==> config.mk <==
export PLATFORM = sky130hd
export DESIGN_NAME = mips_pipe_reg
export DESIGN_NICKNAME = d
export VERILOG_FILES = /design/src/rtl/mips_pipe_reg.sv
export SDC_FILE = /design/constraint.sdc
export NUM_CORES = 1
export LEC_CHECK = 0
export CAP_MARGIN = 20
export CELL_PAD_IN_SITES_DETAIL_PLACEMENT = 2
export CELL_PAD_IN_SITES_GLOBAL_PLACEMENT = 2
export CORE_ASPECT_RATIO = 1.25
export CORE_MARGIN = 4
export CORE_UTILIZATION = 21
export CTS_BUF_LIST = sky130_fd_sc_hd__clkbuf_4 sky130_fd_sc_hd__clkbuf_8
export CTS_CLUSTER_DIAMETER = 80
export DETAILED_ROUTE_END_ITERATION = 8
export PLACE_DENSITY = 0.89
export SLEW_MARGIN = 20
export SYNTH_ARGS = -nofsm -noshare
export SYNTH_HDL_FRONTEND = slang
export SYNTH_SLANG_ARGS = --single-unit
export TNS_END_PERCENT = 30
==> constraint.sdc <==
create_clock -name clk -period 2.1 [get_ports clk]
set_clock_uncertainty 0.15 [all_clocks]
set_input_delay 0.21 -clock clk [delete_from_list [all_inputs] [get_ports clk]]
set_output_delay 0.21 -clock clk [all_outputs]
set_load 0.1 [all_outputs]
==> src/rtl/mips_pipe_reg.sv <==
// mips_pipe_reg: elastic valid/ready pipeline register, STAGES slots deep; empty slots always hold zero payload.
// Optional build macro PIPE_REG_SKID_EN adds one skid register per slot and makes in_ready_o fully registered.
module mips_pipe_reg #(
   parameter int PAYLOAD_W = 71,
   parameter int STAGES    = 1,
   parameter int CNT_W     = $clog2(2*STAGES+1)
) (
   input  logic                 clk,
   input  logic                 reset,
   input  logic                 flush_i,
   input  logic                 in_valid_i,
   output logic                 in_ready_o,
   input  logic [PAYLOAD_W-1:0] in_data_i,
   output logic                 out_valid_o,
   input  logic                 out_ready_i,
   output logic [PAYLOAD_W-1:0] out_data_o,
   output logic [CNT_W-1:0]     occupancy_o
);
   localparam logic [CNT_W-1:0] CNT_ONE = CNT_W'(1);

   logic [STAGES-1:0]    valid_r;
   logic [PAYLOAD_W-1:0] data_r [STAGES];
   logic [STAGES:0]      ready_s;    // ready_s[s]: slot s can take a beat; [STAGES] is out_ready_i
   logic [STAGES-1:0]    up_valid_s;
   logic [PAYLOAD_W-1:0] up_data_s [STAGES];
   logic                 in_fire_s;
   logic                 out_fire_s;
   logic [CNT_W-1:0]     cnt_r;
`ifdef PIPE_REG_SKID_EN
   logic [STAGES-1:0]    skid_valid_r;
   logic [PAYLOAD_W-1:0] skid_data_r [STAGES];
`endif

   // Beat offered to each slot: the block input for slot 0, the previous slot otherwise.
   always_comb begin
      up_valid_s[0] = in_valid_i;
      up_data_s[0]  = in_data_i;
      for (int s = 1; s < STAGES; s++) begin
         up_valid_s[s] = valid_r[s-1];
         up_data_s[s]  = data_r[s-1];
      end
   end

`ifdef PIPE_REG_SKID_EN
   // Each slot accepts while its skid register is free, so ready never depends on out_ready_i.
   always_comb begin
      ready_s[STAGES] = out_ready_i;
      for (int s = 0; s < STAGES; s++) begin
         ready_s[s] = ~skid_valid_r[s];
      end
   end
`else
   // Combinational ready chain, unrolled: a slot is ready when it or any later slot is empty, or out_ready_i.
   always_comb begin : ready_chain
      logic acc_s;
      acc_s           = out_ready_i;
      ready_s[STAGES] = out_ready_i;
      for (int s = STAGES - 1; s >= 0; s--) begin
         acc_s      = acc_s | ~valid_r[s];
         ready_s[s] = acc_s;
      end
   end
`endif

   assign in_ready_o  = flush_i | ready_s[0];
   assign in_fire_s   = in_valid_i & ready_s[0] & ~flush_i;
   assign out_fire_s  = valid_r[STAGES-1] & out_ready_i;
   assign out_valid_o = valid_r[STAGES-1];
   assign out_data_o  = data_r[STAGES-1];
   assign occupancy_o = cnt_r;

   // Slot storage: load when empty or draining; an invalid load writes a zero bubble.
   always_ff @(posedge clk or posedge reset) begin
      if (reset) begin
         valid_r <= '0;
         for (int s = 0; s < STAGES; s++) begin
            data_r[s] <= '0;
         end
`ifdef PIPE_REG_SKID_EN
         skid_valid_r <= '0;
         for (int s = 0; s < STAGES; s++) begin
            skid_data_r[s] <= '0;
         end
`endif
      end else if (flush_i) begin
         valid_r <= '0;
         for (int s = 0; s < STAGES; s++) begin
            data_r[s] <= '0;
         end
`ifdef PIPE_REG_SKID_EN
         skid_valid_r <= '0;
         for (int s = 0; s < STAGES; s++) begin
            skid_data_r[s] <= '0;
         end
`endif
      end else begin
         for (int s = 0; s < STAGES; s++) begin
`ifdef PIPE_REG_SKID_EN
            if (!valid_r[s] || ready_s[s+1]) begin
               // Skid content is older than anything upstream, so it goes first.
               if (skid_valid_r[s]) begin
                  valid_r[s]      <= 1'b1;
                  data_r[s]       <= skid_data_r[s];
                  skid_valid_r[s] <= 1'b0;
                  skid_data_r[s]  <= '0;
               end else begin
                  valid_r[s] <= up_valid_s[s];
                  data_r[s]  <= up_valid_s[s] ? up_data_s[s] : '0;
               end
            end else if (up_valid_s[s] && ready_s[s]) begin
               skid_valid_r[s] <= 1'b1;
               skid_data_r[s]  <= up_data_s[s];
            end
`else
            if (ready_s[s]) begin
               valid_r[s] <= up_valid_s[s];
               data_r[s]  <= up_valid_s[s] ? up_data_s[s] : '0;
            end
`endif
         end
      end
   end

   // Occupancy tracks accepted minus delivered beats; a flush empties everything.
   always_ff @(posedge clk or posedge reset) begin
      if (reset) begin
         cnt_r <= '0;
      end else if (flush_i) begin
         cnt_r <= '0;
      end else begin
         case ({in_fire_s, out_fire_s})
            2'b10:   cnt_r <= cnt_r + CNT_ONE;
            2'b01:   cnt_r <= cnt_r - CNT_ONE;
            default: cnt_r <= cnt_r;
         endcase
      end
   end
endmodule

==> run_summary.xml, run 1 <==
<?xml version="1.0" encoding="UTF-8"?>
<metrics>
  <group name="drt">
    <metric name="firstDrtPassIters" unit="">4</metric>
    <metric name="ant_nets" unit="">0</metric>
    <metric name="drc" unit="">0</metric>
    <metric name="initial_drc_count" unit="">106</metric>
    <metric name="post_drt_wl_per_cell" unit="um">18.19</metric>
    <metric name="drt-vias-per-instance" unit="">4.664</metric>
    <metric name="routed-via-count" unit="">3069</metric>
    <metric name="detail_route.wirelength" unit="um">11970</metric>
  </group>
  <group name="critical_path">
    <metric name="timing.critical_path.to_type" unit="">output pin</metric>
    <metric name="cpMaxStageDelayCell" unit="">sky130_fd_sc_hd__dlygate4sd3_1</metric>
    <metric name="reg2reg_depth" unit="">4</metric>
    <metric name="setup.worst_path.class" unit="">primary input to output pin</metric>
    <metric name="reg2reg_setup_slack" unit="ns">0.54</metric>
    <metric name="cp_max_fo" unit="">7</metric>
    <metric name="rr_endpoint" unit="">out_data_o[13]</metric>
    <metric name="cp_data_arrival_time" unit="ns">1.32</metric>
    <metric name="critical_path.cell_chain" unit="">dlygate4sd3_1 &gt; buf_2 &gt; nand2b_2 &gt; buf_12</metric>
    <metric name="timing.critical_path.buf_inv" unit="">3</metric>
    <metric name="critPathMaxStageDelay" unit="ns">0.55</metric>
    <metric name="critPathRequiredTime" unit="ns">1.74</metric>
    <metric name="crit_family" unit="">buffers and inverters</metric>
    <metric name="reg2reg_from" unit="">out_valid_o</metric>
    <metric name="worstSetupStartpointType" unit="">primary input</metric>
  </group>
  <group name="global_routing">
    <metric name="grt_usage" unit="%">14.05</metric>
    <metric name="number_of_global_route_vias_before_repair" unit="">3451</metric>
    <metric name="grt_start_max_net_pins" unit="">75</metric>
    <metric name="globalRouteOverflowTotal" unit="">0</metric>
    <metric name="global_route_wire_length_before_repair" unit="um">18280</metric>
    <metric name="antenna_found_initial" unit="">1</metric>
  </group>
  <group name="clocking">
    <metric name="clk_pin_slew" unit="ns">0.08</metric>
    <metric name="clock_insertion_delay_worst_skew" unit="ns">0.33</metric>
    <metric name="cts_max_level" unit="">3</metric>
    <metric name="max-clock-path-buffers" unit="">2</metric>
    <metric name="cts_tree" unit="">yes</metric>
    <metric name="clock_tree.root_cell" unit="">sky130_fd_sc_hd__clkbuf_8</metric>
    <metric name="clock_sinks" unit="">74</metric>
    <metric name="numCtsBuffers" unit="">9</metric>
    <metric name="cts_setup_buffers" unit="">0</metric>
    <metric name="cts_resized" unit="">0</metric>
  </group>
  <group name="die">
    <metric name="core_area" unit="mm^2">0.01447</metric>
    <metric name="fp.dieArea" unit="mm^2">0.01690</metric>
    <metric name="io_pins" unit="">151</metric>
    <metric name="die-width" unit="um">117.1</metric>
    <metric name="die_height" unit="um">144.3</metric>
    <metric name="core.rowCount" unit="">49</metric>
    <metric name="initial_utilization" unit="%">21.58</metric>
  </group>
  <group name="sta">
    <metric name="setup_repair_after_global_routing_missed_its_margin" unit="">false</metric>
    <metric name="actual_transition_at_the_worst_max_transition_pin" unit="ns">0.4208</metric>
    <metric name="final-max-slew-violation-count" unit="">0</metric>
    <metric name="timing.fmax" unit="GHz">0.5961</metric>
    <metric name="period_needed" unit="ns">1.678</metric>
    <metric name="post_route_setup_tns" unit="ns">0</metric>
    <metric name="number_of_setup_violations_in_the_final_report" unit="">0</metric>
    <metric name="final-hold-violation-count" unit="">0</metric>
    <metric name="final.period_utilization" unit="%">79.89</metric>
    <metric name="slew_headroom" unit="%">71.95</metric>
  </group>
  <group name="placement">
    <metric name="port_bufs" unit="">150</metric>
    <metric name="dp.final_hpwl" unit="um">8707</metric>
    <metric name="placer_s_final_routability_congestion_estimate" unit="">0.7524</metric>
  </group>
  <group name="synthesis">
    <metric name="synth_warnings" unit="">0</metric>
    <metric name="synthesis.nets" unit="">410</metric>
    <metric name="synth.cell_area" unit="mm^2">0.003123</metric>
    <metric name="postSynthRegisterBits" unit="">74</metric>
    <metric name="syn-mean-instance-area" unit="um^2">9.350</metric>
    <metric name="synth.lib_cells_used.distinct" unit="">20</metric>
    <metric name="synthesis.instances" unit="">334</metric>
    <metric name="yosysSeqAreaShare" unit="%">59.29</metric>
  </group>
  <group name="status">
    <metric name="outcome" unit="">complete, no violations</metric>
  </group>
  <group name="layout">
    <metric name="commonest_non_fill_non_tap_cell_in_the_layout" unit="">sky130_fd_sc_hd__buf_4</metric>
    <metric name="share_of_final_layout_standard_cells_stronger_than_drive_strength_1" unit="%">22.50</metric>
    <metric name="n_antenna_cell" unit="">0</metric>
    <metric name="fillers" unit="">1615</metric>
    <metric name="mostFrequentLayoutCells" unit="">sky130_fd_sc_hd__buf_4, sky130_fd_sc_hd__dfrtp_1, sky130_fd_sc_hd__clkdlybuf4s50_1</metric>
    <metric name="num-nets-final" unit="">551</metric>
    <metric name="area_delta_synth_final" unit="%">53.73</metric>
  </group>
  <group name="pwr">
    <metric name="powerDensity" unit="mW/mm^2">762.0</metric>
    <metric name="design_power_total" unit="mW">3.658</metric>
    <metric name="total_leakage_power" unit="nW">2.153</metric>
    <metric name="max-vdd-ir-drop" unit="V">0.0003047</metric>
  </group>
  <group name="run">
    <metric name="max_cap_viol_count" unit="">0</metric>
  </group>
  <group name="worst_hold_path">
    <metric name="path_class_of_the_lowest_slack_min_delay_path" unit="">primary input to asynchronous set/reset pin</metric>
  </group>
</metrics>
-- layer usage --
layer	GRT usage, %	part of all wire, %	vias to the layer above	routed length (um)
met5	0	0.11	-	13
met4	4.106	1.8	2	214
met3	3.809	5.9	17	709
met2	26.13	54	93	6517
met1	15.42	38	1547	4514
li1	-	-	1410	-
-- metrics by stage --
step	instances	instance area, um^2	setup WS, ns	hold WS (ns)	utilization, %
2_1_floorplan	334	3129	0.06791	0.2066	-
3_3_place_gp	641	4587	0.3808	0.3560	31.70
3_5_place_dp	641	4587	0.2651	0.3601	31.70
4_1_cts	658	4801	0.4369	0.2020	33.18
5_1_grt	658	4801	0.3655	0.2148	33.18
6_report	658	4801	0.4223	0.2040	33.18
-- power by group --
group	switching (mW)	internal [mW]	leakage, nW
logic	0.711	0.276	1.05
clock network	0.533	0.609	0.103
registers	0.0420	1.49	0.998
-- worst max-delay path by stage --
stage                     start             end  slack (ns)  depth (start not counted)
floorplan           out_valid_o      in_ready_o        0.07                          3
global placement    out_ready_i  out_data_o[27]        0.38                          5
detailed placement  out_ready_i  out_data_o[13]        0.27                          5
CTS                     flush_i      in_ready_o        0.44                          4
global route        out_valid_o  out_data_o[18]        0.37                          4
finish                  flush_i      in_ready_o        0.42                          4
-- cell families after synthesis --
kind of cell	count (synthesis)	synth area share (%)
flip-flops	74	59.29
AND/OR/NAND/NOR	153	22.00
AO/OA/AOI/OAI	72	11.54
buffers and inverters	33	6.490
multiplexers	2	0.6811
-- state kept, by name, indices dropped and copies added (netlist names) --
name         flops
out_valid_o      1
out_data_o      71
occupancy_o      2
-- cell usage after synthesis --
cell	number	area, um^2
sky130_fd_sc_hd__mux2_1	1	11.26
sky130_fd_sc_hd__nor3b_1	1	7.510
sky130_fd_sc_hd__nor2_1	3	11.26
sky130_fd_sc_hd__buf_2	9	45.04
sky130_fd_sc_hd__buf_6	7	78.83
sky130_fd_sc_hd__nand2b_1	2	12.51
sky130_fd_sc_hd__nand2_1	71	266.5
sky130_fd_sc_hd__a21oi_1	71	355.3
sky130_fd_sc_hd__dfrtp_1	74	1852
sky130_fd_sc_hd__mux2i_1	1	10.01
sky130_fd_sc_hd__and3b_1	1	8.760
sky130_fd_sc_hd__inv_1	1	3.750
sky130_fd_sc_hd__buf_1	3	11.26
sky130_fd_sc_hd__nand3_1	71	355.3
sky130_fd_sc_hd__nor3_1	1	5.000
sky130_fd_sc_hd__buf_4	4	30.03
sky130_fd_sc_hd__o21ai_0	1	5.000
sky130_fd_sc_hd__nor2b_1	2	12.51
sky130_fd_sc_hd__and2b_1	1	7.510
sky130_fd_sc_hd__clkbuf_1	9	33.78
-- worst reg2reg max path: cells and delay by family, from the launching register on --
family                 cells  cell delay (ns)
AO/OA/AOI/OAI              1             0.16
buffers and inverters      1             0.39
AND/OR/NAND/NOR            2             0.37
flip-flops                 1             0.43
-- repair_timing --
action / in CTS / in global routing
endpoints found under the hold margin: 1 / 0
hold buffers: 1 / 0
setup endpoints to repair: 0 / 0
-- final cells by class --
class | count | area (um^2) | area share, %
Sequential cell | 74 | 1852 | 38.57
Timing Repair Buffer | 162 | 1434 | 29.87
Multi-Input combinational cell | 227 | 1081 | 22.52
Tap cell | 178 | 222.7 | 4.639
Clock buffer | 12 | 152.6 | 3.180
Clock inverter | 4 | 51.30 | 1.069
Inverter | 1 | 7.507 | 0.1564
(Power assumes the default switching activity.)
==> run 2, diff against run 1 <==
Settings changed: CORE_UTILIZATION 21 to 23, PLACE_DENSITY 0.89 to 0.92.
Clock period 2.1 ns to 1.7 ns, I/O delays scaled along.
==> run 2 against run 1 <==
Net effect:
- cell count fell by 0.61%
- flip-flop and latch count stayed put
- sequential share of layout area fell by 6.5 points
- register-to-register slack got worse by 0.38 ns
- utilization is 10 points higher
==> run_summary.xml, run 2 (synthesized netlist as in run 1, its figures left out) <==
<?xml version="1.0" encoding="UTF-8"?>
<metrics>
  <group name="status">
    <metric name="outcome" unit="">complete, no violations</metric>
  </group>
  <group name="critical_path">
    <metric name="reg2reg_setup_slack" unit="ns">0.16</metric>
    <metric name="worst_setup_path_endpoint" unit="">in_ready_o</metric>
    <metric name="cp_data_arrival_time" unit="ns">1.31</metric>
    <metric name="worstSetupStartpointType" unit="">flip-flop</metric>
    <metric name="reg2reg_depth" unit="">5</metric>
    <metric name="reg2reg_from" unit="">out_valid_o</metric>
    <metric name="critPathRequiredTime" unit="ns">1.38</metric>
    <metric name="setup.worst_path.class" unit="">flip-flop to output pin</metric>
    <metric name="crit_start" unit="">out_valid_o</metric>
    <metric name="cp_max_fo" unit="">9</metric>
    <metric name="rr_endpoint" unit="">out_data_o[10]</metric>
    <metric name="timing.critical_path.to_type" unit="">output pin</metric>
  </group>
  <group name="layout">
    <metric name="largest_register_ff_count" unit="">71</metric>
    <metric name="final-instance-count-excl-fill" unit="">654</metric>
    <metric name="num-nets-final" unit="">554</metric>
    <metric name="share_of_final_layout_standard_cells_stronger_than_drive_strength_1" unit="%">23.24</metric>
    <metric name="area_delta_synth_final" unit="%">84.86</metric>
    <metric name="mostFrequentLayoutCells" unit="">sky130_fd_sc_hd__buf_12, sky130_fd_sc_hd__clkdlybuf4s50_1, sky130_fd_sc_hd__dfrtp_1</metric>
    <metric name="fillers" unit="">1390</metric>
    <metric name="final_core_util" unit="%">43.44</metric>
    <metric name="commonest_non_fill_non_tap_cell_in_the_layout" unit="">sky130_fd_sc_hd__buf_12</metric>
  </group>
  <group name="clocking">
    <metric name="clock_sinks" unit="">74</metric>
    <metric name="cts_tree" unit="">yes</metric>
    <metric name="clock_insertion_delay_worst_skew" unit="ns">0.34</metric>
    <metric name="numCtsBuffers" unit="">9</metric>
    <metric name="max-clock-path-buffers" unit="">2</metric>
    <metric name="ctsHoldBuffers" unit="">0</metric>
    <metric name="clock_tree.root_cell" unit="">sky130_fd_sc_hd__clkbuf_8</metric>
    <metric name="cts_max_level" unit="">3</metric>
    <metric name="clk_pin_slew" unit="ns">0.08</metric>
  </group>
  <group name="sta">
    <metric name="final.period_utilization" unit="%">95.63</metric>
    <metric name="number_of_setup_violations_in_the_final_report" unit="">0</metric>
    <metric name="timing.fmax" unit="GHz">0.6151</metric>
    <metric name="period_needed" unit="ns">1.626</metric>
    <metric name="actual_transition_at_the_worst_max_transition_pin" unit="ns">0.4795</metric>
    <metric name="post_route_setup_tns" unit="ns">0</metric>
    <metric name="slew_headroom" unit="%">68.03</metric>
    <metric name="setup_repair_after_global_routing_missed_its_margin" unit="">false</metric>
    <metric name="final-max-slew-violation-count" unit="">0</metric>
    <metric name="final-hold-violation-count" unit="">0</metric>
  </group>
  <group name="global_routing">
    <metric name="grt_start_max_net_pins" unit="">75</metric>
    <metric name="number_of_global_route_vias_before_repair" unit="">3615</metric>
    <metric name="antenna_found_initial" unit="">1</metric>
    <metric name="global_route_wire_length_before_repair" unit="um">20900</metric>
    <metric name="grt_usage" unit="%">17.19</metric>
    <metric name="globalRouteOverflowTotal" unit="">0</metric>
  </group>
  <group name="die">
    <metric name="die-width" unit="um">112.2</metric>
    <metric name="initial_utilization" unit="%">23.50</metric>
    <metric name="fp.dieArea" unit="mm^2">0.01552</metric>
    <metric name="io_pins" unit="">151</metric>
    <metric name="core_area" unit="mm^2">0.01329</metric>
    <metric name="core.rowCount" unit="">47</metric>
    <metric name="die_height" unit="um">138.3</metric>
  </group>
  <group name="placement">
    <metric name="dp.final_hpwl" unit="um">9953</metric>
    <metric name="placer_s_final_routability_congestion_estimate" unit="">0.7165</metric>
    <metric name="numPlacedInstances" unit="">637</metric>
    <metric name="port_bufs" unit="">150</metric>
  </group>
  <group name="drt">
    <metric name="firstDrtPassIters" unit="">4</metric>
    <metric name="drc" unit="">0</metric>
    <metric name="detail_route.wirelength" unit="um">13160</metric>
    <metric name="drt-vias-per-instance" unit="">4.739</metric>
    <metric name="ant_nets" unit="">0</metric>
    <metric name="initial_drc_count" unit="">76</metric>
    <metric name="routed-via-count" unit="">3099</metric>
    <metric name="post_drt_wl_per_cell" unit="um">20.12</metric>
  </group>
  <group name="worst_hold_path">
    <metric name="path_class_of_the_lowest_slack_min_delay_path" unit="">primary input to flip-flop</metric>
    <metric name="min_path_cells" unit="">3</metric>
  </group>
  <group name="pwr">
    <metric name="total_leakage_power" unit="nW">2.413</metric>
    <metric name="powerDensity" unit="mW/mm^2">825.7</metric>
    <metric name="max-vdd-ir-drop" unit="V">0.0002998</metric>
  </group>
  <group name="run">
    <metric name="max_cap_viol_count" unit="">0</metric>
  </group>
</metrics>
==> run 2: layout make-up <==
class                   instances  area, um^2  area share (%)
diodes                          1       2.502         0.04335
repair buffers                165        2417           41.87
flip-flops and latches         74        1853           32.10
clock buffers                  12       152.6           2.644
inverters                       1       7.507          0.1300
clock inverters                 3       40.04          0.6935
multi-input cells             227        1086           18.81
well taps                     171       214.0           3.706
==> run 2: worst min-delay path by stage <==
stage / startpoint / to / slack (ns)
after global placement: in_valid_i / out_data_o[12] / 0.38
after detailed placement: in_valid_i / out_data_o[12] / 0.41
after CTS: in_valid_i / out_data_o[12] / 0.03
after global routing: in_valid_i / out_data_o[13] / 0.05
after floorplan: in_data_i[67] / out_data_o[67] / 0.17
final: in_valid_i / out_data_o[12] / 0.04
==> run 2: routing by layer <==
layer / GRT usage (%) / wire length [um] / vias up
met4: 7.089 / 361 / 0
met3: 2.972 / 528 / 19
met5: 0 / 0 / -
met1: 17.90 / 4620 / 1571
li1: - / - / 1413
met2: 33.31 / 7648 / 96
==> run 2: repair_timing <==
action                                  in CTS  in global routing
setup buffers                                1                  0
gates resized for setup                      1                  1
pin swaps                                    0                  0
endpoints found under the setup margin       1                  1
==> run 2: power by group <==
group,switching (mW),total (mW),internal [mW]
logic,0.892,1.45,0.556
clock network,0.649,1.39,0.740
registers,0.0928,1.93,1.84
total,1.63,4.77,3.13
==> run 2: critical path, stage by stage, from the launching register on <==
cell,delay (ns)
sky130_fd_sc_hd__dfrtp_2,0.42
sky130_fd_sc_hd__nor2b_4,0.14
sky130_fd_sc_hd__buf_12,0.15
sky130_fd_sc_hd__nand2b_4,0.09
sky130_fd_sc_hd__buf_12,0.17
==> run 2: through the flow <==
step	power (mW)	hold slack, ns	setup WS [ns]	cell area [um^2]
floorplan	2.733	0.1666	-0.2921	3129
global placement	3.378	0.3769	0.05564	5564
detailed placement	3.430	0.4079	-0.1053	5564
CTS	4.847	0.02647	0.01524	5766
global route	4.977	0.04786	0.01447	5773
finish	4.767	0.04490	0.07431	5773
